===== src/rtl/xor_fold_acc.sv =====
// Multi-channel XOR-fold reducer: folds each IN_W channel down to OUT_W bits and either
// passes every folded beat through or XOR-accumulates a frame into one signature.
module xor_fold_acc #(
  parameter int NCH   = 2,
  parameter int IN_W  = 32,
  parameter int OUT_W = 16,
  parameter int CNT_W = 8
) (
  input  logic                 clk,
  input  logic                 rst_n,
  input  logic                 cfg_mode,
  input  logic                 in_valid,
  output logic                 in_ready,
  input  logic [NCH*IN_W-1:0]  in_data,
  input  logic                 in_last,
  output logic                 out_valid,
  input  logic                 out_ready,
  output logic [NCH*OUT_W-1:0] out_data,
  output logic [CNT_W-1:0]     out_beats,
  output logic                 out_ovf
);

  localparam int NSLICE = IN_W / OUT_W;
  localparam logic [CNT_W-1:0] CNT_MAX = '1;
  localparam logic [CNT_W-1:0] CNT_ONE = CNT_W'(1);

  generate
    if ((IN_W % OUT_W) != 0 || IN_W < OUT_W) begin : g_bad_width
      $error("xor_fold_acc: IN_W must be an integer multiple of OUT_W");
    end
  endgenerate

  typedef enum logic {IDLE, ACC} state_t;

  state_t                 state_q, state_d;
  logic                   mode_q, mode_d;
  logic [NCH*OUT_W-1:0]   acc_q, acc_d;
  logic [CNT_W-1:0]       cnt_q, cnt_d;
  logic                   ovf_q, ovf_d;
  logic                   out_valid_q, out_valid_d;
  logic [NCH*OUT_W-1:0]   out_data_q, out_data_d;
  logic [CNT_W-1:0]       out_beats_q, out_beats_d;
  logic                   out_ovf_q, out_ovf_d;

  logic [NCH*OUT_W-1:0]   fold;
  logic                   accept;
  logic                   cnt_sat;
  logic [CNT_W-1:0]       cnt_inc;

  assign in_ready  = !out_valid_q || out_ready;
  assign accept    = in_valid && in_ready;
  assign out_valid = out_valid_q;
  assign out_data  = out_data_q;
  assign out_beats = out_beats_q;
  assign out_ovf   = out_ovf_q;

  always_comb begin
    fold = '0;
    for (int c = 0; c < NCH; c++) begin
      for (int j = 0; j < NSLICE; j++) begin
        fold[c*OUT_W +: OUT_W] = fold[c*OUT_W +: OUT_W] ^ in_data[c*IN_W + j*OUT_W +: OUT_W];
      end
    end
  end

  // Counter holds at its maximum; hitting it again marks the frame as overflowed.
  assign cnt_sat = (cnt_q == CNT_MAX);
  assign cnt_inc = cnt_sat ? cnt_q : cnt_q + CNT_ONE;

  always_comb begin
    state_d     = state_q;
    mode_d      = mode_q;
    acc_d       = acc_q;
    cnt_d       = cnt_q;
    ovf_d       = ovf_q;
    out_valid_d = out_valid_q;
    out_data_d  = out_data_q;
    out_beats_d = out_beats_q;
    out_ovf_d   = out_ovf_q;

    if (out_valid_q && out_ready) begin
      out_valid_d = 1'b0;
    end

    if (accept) begin
      unique case (state_q)
        IDLE: begin
          mode_d = cfg_mode;
          if (!cfg_mode || in_last) begin
            out_valid_d = 1'b1;
            out_data_d  = fold;
            out_beats_d = CNT_ONE;
            out_ovf_d   = 1'b0;
          end else begin
            acc_d   = fold;
            cnt_d   = CNT_ONE;
            ovf_d   = 1'b0;
            state_d = ACC;
          end
        end
        ACC: begin
          if (in_last) begin
            out_valid_d = 1'b1;
            out_data_d  = acc_q ^ fold;
            out_beats_d = cnt_inc;
            out_ovf_d   = ovf_q || cnt_sat;
            acc_d       = '0;
            cnt_d       = '0;
            ovf_d       = 1'b0;
            state_d     = IDLE;
          end else begin
            acc_d = acc_q ^ fold;
            cnt_d = cnt_inc;
            ovf_d = ovf_q || cnt_sat;
          end
        end
        default: state_d = IDLE;
      endcase
    end
  end

  always_ff @(posedge clk) begin
    if (!rst_n) begin
      state_q     <= IDLE;
      mode_q      <= 1'b0;
      acc_q       <= '0;
      cnt_q       <= '0;
      ovf_q       <= 1'b0;
      out_valid_q <= 1'b0;
      out_data_q  <= '0;
      out_beats_q <= '0;
      out_ovf_q   <= 1'b0;
    end else begin
      state_q     <= state_d;
      mode_q      <= mode_d;
      acc_q       <= acc_d;
      cnt_q       <= cnt_d;
      ovf_q       <= ovf_d;
      out_valid_q <= out_valid_d;
      out_data_q  <= out_data_d;
      out_beats_q <= out_beats_d;
      out_ovf_q   <= out_ovf_d;
    end
  end

endmodule


===== config.mk =====
export PLATFORM = sky130hd
export DESIGN_NAME = xor_fold_acc
export DESIGN_NICKNAME = d
export VERILOG_FILES = /design/src/rtl/xor_fold_acc.sv
export SDC_FILE = /design/constraint.sdc
export NUM_CORES = 1
export LEC_CHECK = 0
export ABC_CLOCK_PERIOD_IN_PS = 3900
export CORE_MARGIN = 2
export CORE_UTILIZATION = 52
export DETAILED_ROUTE_END_ITERATION = 8
export GPL_TIMING_DRIVEN = 0
export PLACE_DENSITY = 0.86
export SETUP_SLACK_MARGIN = 0.15
export SYNTH_ARGS = -nofsm -noshare
export SYNTH_HDL_FRONTEND = slang
export SYNTH_SLANG_ARGS = --single-unit

===== constraint.sdc =====
create_clock -name clk -period 3.9 [get_ports clk]
set_input_delay 0.975 -clock clk [delete_from_list [all_inputs] [get_ports clk]]
set_output_delay 0.975 -clock clk [all_outputs]
set_load 0.02 [all_outputs]

Yosys cells after proc, flatten, opt, wreduce, memory -nomap -nowiden
Index checks and enable logic that the tools add are counted.

cells by class
  add/subtract/negate cells = 1
  multiply operators = 0
  divide/modulo/power cells = 0
  order comparisons = 0
  equal/unequal tests = 4
  shift operators = 0
  multiplexer cells = 27
  bitwise gates (word level) = 4
  reduce and logical (&&, ||, !) cells = 9

operators by type and width
  cell                   number
  $mux W32               4
  $pmux W32 S2           2
  $mux W8                5
  $pmux W8 S2            2
  $xor A16 B16 Y16       2
  $xor A32 B32 Y32       1
  $mux W1                10
  $add A8 B1 Y8 const B  1
  $eq A8 B8 Y1 const B   1
  $pmux W1 S2            4
  $ne A2 B2 Y1 const B   3
  $logic_or A1 B1 Y1     3
  $reduce_and A3 Y1      1
  $logic_and A1 B1 Y1    2
  $logic_not A1 Y1       2
  $reduce_and A2 Y1      1
  $not A1 Y1             1

storage, ports and cells
  register bits after elaboration = 84
  latch bits = 0
  bits in writable memories = 0
  bits in read-only memories = 0
  input port bits = 70
  output and inout port bits = 43
  logic and storage cells = 53
  memories = 0

Longest topological paths before layout
  depth in word-level cells = 5
  gate-level depth with buffers = 8
  mapped depth without buffers = 5

Least setup slack after synthesis
No wires, ideal clock.

  path kind = input to output
  start point = input out_ready
  end point = output in_ready
  arrival = 1.315 ns
  data required time = 2.925 ns
  setup slack = 1.610 ns
  stages on the path = 3
  path buffers = 1
  cell sequence = nor2b_2 inv_1 buf_6

on the way
  longest elaborated chain between the ends = 1

RTL lines
  what                RTL line  source
  from (decl)         17        input logic out_ready,
  $logic_or A1 B1 Y1  50        assign in_ready = !out_valid_q || out_ready;
  to (decl)           13        output logic in_ready,

Every way passes these cells.

Final worst setup path
Same ends and word-level chain as after synthesis.

==> reports/qor.txt <==
Compound-Gate Fraction of Synth Area - 0.208
Max_cap viols - 0
Avg Cell Area, Syn - 7.86 um^2
Die ar. - 8840 um^2
WL final - 11.5 mm
Synth Warn # - 0
Vias post-DR - 4214
Unrepaired setup endpoints after global routing - no
Net count after synthesis - 607
# H-tree levels - 3
FFs w/ async S/R, synth - 0
Sequential share of the synthesized area - 0.399
Tcrit/Tclk final - 0.876
Core area - 7770 um^2
Initial antenna violation count - 0
CP arrival - 2440 ps
Routability cong. - 0.825
CP required - 2920 ps
Initial DRC Count - 278
First-pass GRT wire length - 19.0 mm
Post_cts resized - 0
Worst Setup Path Type - input pin to output port
Endpoints failing hold - 0
Top-area cell type share of the netlist area - 0.399
CTS Buf Count - 9
Die width - 94.0 um
Adder-cell share of the synthesized area - 0.00297
Clk_skew - 10.4 ps
Setup ws final - 484 ps
Crit end category - output port
Post-route ant nets - 0
Post-CTS Hold Fix Bufs - 0
Clock buffer depth - 2
Worst hold path type - register to register
Fillers - 615
Area of the mapped netlist - 4210 um^2
CP startpoint - out_ready
Top_reg_cell synth - dfxtp_1
Row cnt - 32
Total grt overflow - 0
Worst Tran Pin Value - 601 ps
FF-to-FF setup slack - 2010 ps
Largest family of logic cells by synthesized area - compound AO/OA/AOI/OAI gates
Yosys reg bits - 84
Vias per cell - 5.52
Area Growth Syn to Fin - 33.8%
Number of global-route vias before repair - 4236
Mux share of post-synthesis cell area - 0.00713
Dpl hpwl - 8.41 mm
Clk sinks - 84
Share of cells above drive strength 1 - 0.0710
Crit Path Max Fanout - 10
Synth top area cells - dfxtp_1, nand2_1, a21oi_1
Post-CTS setup buffers - 0
Pin count of the biggest net entering global routing - 14
Post-route DRC - 0
CTS tree - done
Fmax - 0.293 GHz
R2R cell count - 7
Hold Path Depth - 2
Setup-failing EPs final - 0
Max-slew headroom - 0.598
Post-synth EDFFs - 0
Post-Place Setup Slack - 497 ps
Buffers added on ports - 110
Reg2reg start - out_valid
Reg clk slew, reported paths - 80 ps
Gr usage total - 0.270
Gate Count Post-Synth - 536
Setup crit start kind - input pin
Leak Pwr - 0.00201 uW
Routed WL per cell - 15.1 um
Peak supply drop - 0.205 mV
Unique masters post-synth - 44
Worst-skew pair later-pin latency - 370 ps
Largest area contributor in the netlist - dfxtp_1
ANT cells - 0
Die Ht - 94.0 um
Simple-Gate Fraction of Synth Area - 0.191
I/O Pins - 113
Pre-Repair DR Iteration Count - 5
Fin Setup TNS - 0 ps
Hold Startpoint - out_data[6]
Root Driver - clkbuf_8
Final Max Tran Viols - 0
Starting Density - 0.542
Status - finished, final reports clean
Post-Synth XOR/XNOR Area - 0.137
Tmin final - 3420 ps
Final #Nets - 728
P per Cell Area - 355 nW/um^2
## per-layer routing
metal | track usage | vias to the layer above | routed length [um]
li1 | - | 2064 | -
met1 | 0.329 | 1928 | 4660
met2 | 0.455 | 197 | 5620
met3 | 0.0522 | 25 | 1020
met4 | 0.134 | 0 | 244
met5 | 0 | - | 0
## where the power goes
group          switching, uW  internal [uW]
sequential              29.8            904
combinational            234            204
clock                    315            313
## cells in the mapped netlist, types with 2 or more instances
master / instances
buf_2: 13
clkbuf_1: 16
nand2_1: 103
nor2_1: 37
a22oi_1: 9
o211a_1: 2
o2bb2ai_1: 7
a31oi_1: 2
buf_6: 2
o21ai_0: 49
xor2_1: 32
buf_4: 9
dfxtp_1: 84
o211ai_1: 3
nand3_1: 31
mux2i_1: 3
inv_1: 2
and3_1: 4
inv_2: 2
nor2b_1: 2
a21oi_1: 65
xnor2_1: 34
nor3_1: 3
nand2b_1: 2
## path summary, 6_finish.rpt
kind	to
max	in_ready
min	out_data[6]
max reg2reg	out_data[30]
min reg2reg	out_data[6]
## cell families after synthesis
group	count (synthesis)
DFF	84
buffers and inverters	44
muxes	3
xor gates and xnor gates	66
adders and majority gates	1
AOI/OAI and AO/OA	150
and+or+nand+nor	188
## worst max-delay path, cell delays in order
cell and delay [ps]:
clkdlybuf4s50_1 420, nor2b_2 240, inv_1 110, buf_6 160, clkdlybuf4s50_1 550
## registers in the layout, indices dropped and copies added (netlist names)
name and count:
acc_q 32, cnt_q 8, out_beats 8, out_data 32, out_ovf 1, out_valid 1, ovf_q 1, state_q 1
## per-stage QoR
step / instance area, um^2 / hold slack [ps] / cells / util / total power (uW)
after floorplan: 4210 / 464 / 536 / - / 1200
after global placement: 5440 / 439 / 748 / 0.700 / 1370
after detailed placement: 5440 / 442 / 748 / 0.700 / 1390
after CTS: 5630 / 454 / 764 / 0.725 / 2000
after global routing: 5630 / 484 / 764 / 0.725 / 2080
final: 5630 / 451 / 764 / 0.725 / 2000
## final cells by class
class / count / area, um^2 / area share
multi-input cells: 408 / 2300 / 0.408
flip-flops and latches: 84 / 1680 / 0.298
repair buffers: 110 / 1100 / 0.195
plain buffers: 40 / 215 / 0.0382
clock buffers: 12 / 145 / 0.0258
well taps: 102 / 128 / 0.0227
clock inverters: 4 / 48.8 / 0.00866
inverters: 4 / 15.0 / 0.00266
## cell usage in the layout (no fill, tap or decap), types with 18 or more instances in the layout
cell / synthesis / routed
clkbuf_1: 16 / 18
nor2_1: 37 / 37
o21ai_0: 49 / 49
a21oi_1: 65 / 65
nand2_1: 103 / 103
xor2_1: 32 / 32
nand3_1: 31 / 31
clkdlybuf4s50_1: 0 / 110
xnor2_1: 34 / 34
dfxtp_1: 84 / 84
(Power assumes the default switching activity.)
==> patch 1 (same settings) <==
The parameter `OUT_W` goes from 16 to 32.
--- a/src/rtl/xor_fold_acc.sv
+++ b/src/rtl/xor_fold_acc.sv
@@ -3,7 +3,7 @@
 module xor_fold_acc #(
   parameter int NCH   = 2,
   parameter int IN_W  = 32,
-  parameter int OUT_W = 16,
+  parameter int OUT_W = 32,
   parameter int CNT_W = 8
 ) (
   input  logic                 clk,
Interface: changed (resized out_data); port bits go from 113 to 145. The function was not compared with the original's and may differ.
==> patch 1 against the unedited design <==
Design area rose by 62%. Combinational power rose by 54%. Setup slack got worse by 0.25 ns. Synthesized cell count rose by 65%. Total power rose by 96%. Wire length rose by 72%. Synthesized area rose by 64%. Sequential power rose by 79%. Highest routed layer unchanged. Sequential cell count rose by 64. Largest cell class unchanged.
==> patch 1: results (changes against the unedited design) <==
post-cts sizing count: 0 (unchanged)
Layout fillers: 1044 (+70%)
sequential area share after synthesis: 42.8% (+2.9 points)
clock skew: 0.00472 ns (-0.00572 ns)
pre-CTS WS: 0.252 ns (-0.245 ns)
Detail Placement HPWL: 13600 um (+62%)
post-CTS setup buffers: 0 (unchanged)
via count: 7079 (+68%)
I/O Buffers: 144 (+31%)
hold buffers post-CTS: 0 (unchanged)
ys async rst share: 0% (unchanged)
fin cells: 1236 (+62%)
layout cells sized above 1: 6.32% (-0.78 points)
maximum clock insertion buffer count: 2 (unchanged)
initial antenna violation count: 0 (unchanged)
Skew-Pair Late Insertion Delay: 0.43 ns (+0.06 ns)
pin count of the biggest net entering global routing: 17 (+3)
Leakage: 3.12 nW (+55%)
Hold WC Path Type: register to register
Worst-Margin Slew: 0.716 ns (+0.115 ns)
Post-Syn Nets: 957 (+58%)
vias in the first global route: 6759 (+60%)
Critical Path Fanout Max: 6 (-4)
synth unique cells: 42 (-4.5%)
CTS Buf Count: 17 (+8)
Routed WL: 19900 um (+72%)
clock slew at reported path FFs: 0.06 ns (-0.02 ns)
pwr dens: 429 nW/um^2 (+21%)
Area contributors post-synth: dfxtp_1 (43%), o21ai_0 (9.4%), xor2_1 (8.2%)
Arr. time, crit path: 2.70 ns (+0.26 ns)
antenna cells: 0 (unchanged)
CTS Root Cell: clkbuf_16
placed cell area: 8580 sq um (+58%)
Synth Warn #: 0 (unchanged)
Slew Limit Fails: 0 (unchanged)
global-route usage over all layers: 28.3% (+1.2 points)
Max VDD drop: 282 uV (+38%)
CTS H-tree lvls: 4 (+1)
status: finished clean
placed cell count: 1206 (+61%)
drt initial violations: 711 (+160%)
GPL Wtd Cong: 0.886 (+7.3%)
Detailed Routing Iterations Pass 1: 5 (unchanged)
top cells by count, synth: dfxtp_1 (148), nor2_1 (137), o21ai_0 (130), a21oi_1 (70)
# nets final: 1120 (+54%)
first-pass GRT wire length: 32700 um (+72%)
Cells after Synth: 886 (+65%)
## patch 1: logic make-up (layout without fill, tap and decap cells)
| kind of cell | count (synthesis) | in the layout | synth area share, % |
|---|---|---|---|
| adder cells (fa/ha/maj) | 1 | 1 | 0.181 |
| XOR/XNOR | 68 | 68 | 8.61 |
| AND/OR/NAND/NOR | 297 | 297 | 18.4 |
| buffers and inverters | 79 | 253 | 5.05 |
| flip-flops | 148 | 148 | 42.8 |
| AO/OA/AOI/OAI | 291 | 291 | 24.7 |
| multiplexers | 2 | 2 | 0.289 |
## patch 1: cell type report
class | count | share of cell area (%)
multi-input combinational | 659 | 39.4
sequential | 148 | 32.4
timing repair buffer | 144 | 15.8
clock buffer | 26 | 5.68
buffer | 75 | 3.65
tap | 176 | 2.41
clock inverter | 4 | 0.493
inverter | 4 | 0.164
## patch 1: metal layers
layer	vias up	part of all wire, %	wire [um]	global-route usage [%]
met4	0	2.1	418	11.4
li1	3407	-	-	-
met5	-	0	0	0
met2	319	46	9240	44.9
met3	41	7.3	1440	5.70
met1	3312	44	8770	37.8
## patch 1: worst paths after layout
kind,start,endpoint,slack (ns),cells past startpoint
setup reg to reg,out_valid,acc_q[13],1.87,6
hold / removal,out_beats[7],out_beats[7],0.47,1
hold reg to reg,out_beats[7],out_beats[7],0.47,1
setup / recovery,out_ready,in_ready,0.23,4
## patch 1: critical path, stage by stage
cell and delay [ns]:
clkdlybuf4s50_1 0.40, nor2b_1 0.56, inv_2 0.14, clkdlybuf4s50_1 0.62
## patch 1: power by group
group	internal (mW)	total (mW)	switching (mW)
clock network	0.969	1.58	0.612
logic	0.288	0.678	0.390
registers	1.61	1.67	0.0573
==> patch 2 (config.mk and constraints unchanged) <==
Without the edit above. Make the reset (`rst_n`) asynchronous in one clocked block.
--- a/src/rtl/xor_fold_acc.sv
+++ b/src/rtl/xor_fold_acc.sv
@@ -119,7 +119,7 @@
     end
   end
 
-  always_ff @(posedge clk) begin
+  always_ff @(posedge clk or negedge rst_n) begin
     if (!rst_n) begin
       state_q     <= IDLE;
       mode_q      <= 1'b0;
Behaviour: differs if rst_n is asserted again (counterexample within 4 cycles, from zero or initial values and one cycle with rst_n low); with rst_n held inactive, the same outputs for 4 cycles.
==> patch 2 against the unedited design <==
Wire length is 7.4% higher. Design area is 11% higher. Core utilization is 1.4 points lower. Count of clock-buffer cells in the layout is 1 lower. Sequential cell count stayed put. Sequential share of layout area is 3.7 points higher. Synthesized area is 13% higher. Setup slack better by 0.090 ns.
Power is not compared: it rests on default switching activity, and its combinational part moved more than twofold at a synthesized area within 25%.
==> patch 2: results (changes against the unedited design) <==
Worst-Margin Slew: 0.727 ns (+0.126 ns)
fin cells: 742 (-2.9%)
routed length per placed instance: 16.7 um (+11%)
Skew-Pair Late Insertion Delay: 0.36 ns
status: finished clean
ys flop type: dfrtp_1
global-route usage over all layers: 25.9% (-1.2 points)
post-CTS setup buffers: 0 (unchanged)
R2R depth: 6 (-1)
Area contributors post-synth: dfrtp_1 (44%), xnor2_1 (8.8%), nand2_1 (7.8%)
placed cell count: 727 (-2.8%)
antenna viol nets, final: 0 (unchanged)
synth unique cells: 46 (+4.5%)
pre-CTS WS: 0.589 ns (+0.0920 ns)
reg2reg setup slack: 2.15 ns (+0.14 ns)
placed cell area: 6030 sq um (+11%)
maximum clock insertion buffer count: 2 (unchanged)
clock skew: 0.0141 ns (+0.00364 ns)
RR Startpoint: cnt_q[1]
Detailed Routing Iterations Pass 1: 5 (unchanged)
Max VDD drop: 399 uV
ys async rst share: 100% (+100 points)
Cells after Synth: 508 (-5.2%)
fin crit period: 3.33 ns (-0.0897 ns)
r2r endpoint: cnt_q[0]
layout cells sized above 1: 10.6% (+3.5 points)
pin count of the biggest net entering global routing: 64 (+50)
first-pass GRT wire length: 20500 um (+7.8%)
Detail Placement HPWL: 9140 um (+8.7%)
GPL Wtd Cong: 0.932 (+13%)
sequential area share after synthesis: 44.1% (+4.2 points)
drt initial violations: 237 (-15%)
Arr. time, crit path: 2.35 ns (-0.09 ns)
Post-Syn Nets: 579 (-4.6%)
top cells by count, synth: nand2_1 (99), dfrtp_1 (84), o21ai_0 (48), xnor2_1 (48), nand3_1 (29)
Via density: 5.86 (+6.2%)
vias in the first global route: 4289 (+1.3%)
-- patch 2: cell types whose count changed in the layout (fill, tap and decap cells not counted), moves of 4 or more --
| cell | before | now |
|---|---|---|
| dfrtp_1 | 0 | 84 |
| o31a_1 | 0 | 23 |
| o221ai_2 | 0 | 20 |
| dfxtp_1 | 84 | 0 |
| o21ai_1 | 1 | 7 |
| xor2_1 | 32 | 18 |
| a31oi_1 | 2 | 9 |
| xnor2_1 | 34 | 48 |
| clkbuf_1 | 18 | 12 |
| nor2_1 | 37 | 18 |
| o2bb2ai_1 | 7 | 0 |
| nand2_1 | 103 | 99 |
| inv_1 | 2 | 14 |
| a21oi_1 | 65 | 10 |
-- patch 2: how the worst min path moves through the flow --
stage,start,to,slack [ns]
after floorplan,ovf_q,ovf_q,0.47
after detailed placement,out_beats[2],out_beats[2],0.47
after global placement,out_data[31],out_data[31],0.46
after CTS,out_beats[2],out_beats[2],0.49
final,out_beats[2],out_beats[2],0.49
after global routing,out_data[31],out_data[31],0.51
-- patch 2: where the power goes --
group | internal (mW) | switching, mW
Combinational | 0.706 | 0.774
Clock | 0.440 | 0.310
Sequential | 1.17 | 0.245
Total | 2.32 | 1.33
-- patch 2: metrics by stage --
stage                     util (%)  total power, mW  setup TNS (ns)  hold slack (ns)
after floorplan                  -             2.30               0            0.472
after global placement        68.2             2.81          -94.49            0.463
after detailed placement      68.5             2.90               0            0.469
after CTS                     71.2             3.65               0            0.487
after global routing          71.2             3.86               0            0.514
final                         71.2             3.65               0            0.485
-- patch 2: routing by layer --
layer | GRT usage [%] | wire length (um) | vias up
met5 | 0 | 0 | -
met4 | 11.7 | 248 | 0
met3 | 3.23 | 635 | 19
met2 | 45.2 | 6490 | 159
met1 | 32.0 | 5020 | 2141
li1 | - | - | 2029
-- patch 2: kinds of logic after synthesis --
logic type	synth area share (%)
buffers and inverters	5.04
xor gates and xnor gates	12.1
DFF	44.1
adders and majority gates	0.262
and+or+nand+nor	15.0
AOI/OAI and AO/OA	22.9
muxes	0.630
-- patch 2: layout make-up --
class	instances	area, sq um
clock buffer	11	141
tap	108	135
inverter	15	56.3
multi-input combinational	375	2430
clock inverter	4	97.6
sequential	84	2100
fill	689	2540
buffer	34	184
timing repair buffer	111	1130
-- patch 2: critical path, stage by stage --
cell and delay, ns:
clkdlybuf4s50_1 0.47, nor2b_2 0.07, inv_2 0.18, clkdlybuf4s50_1 0.65
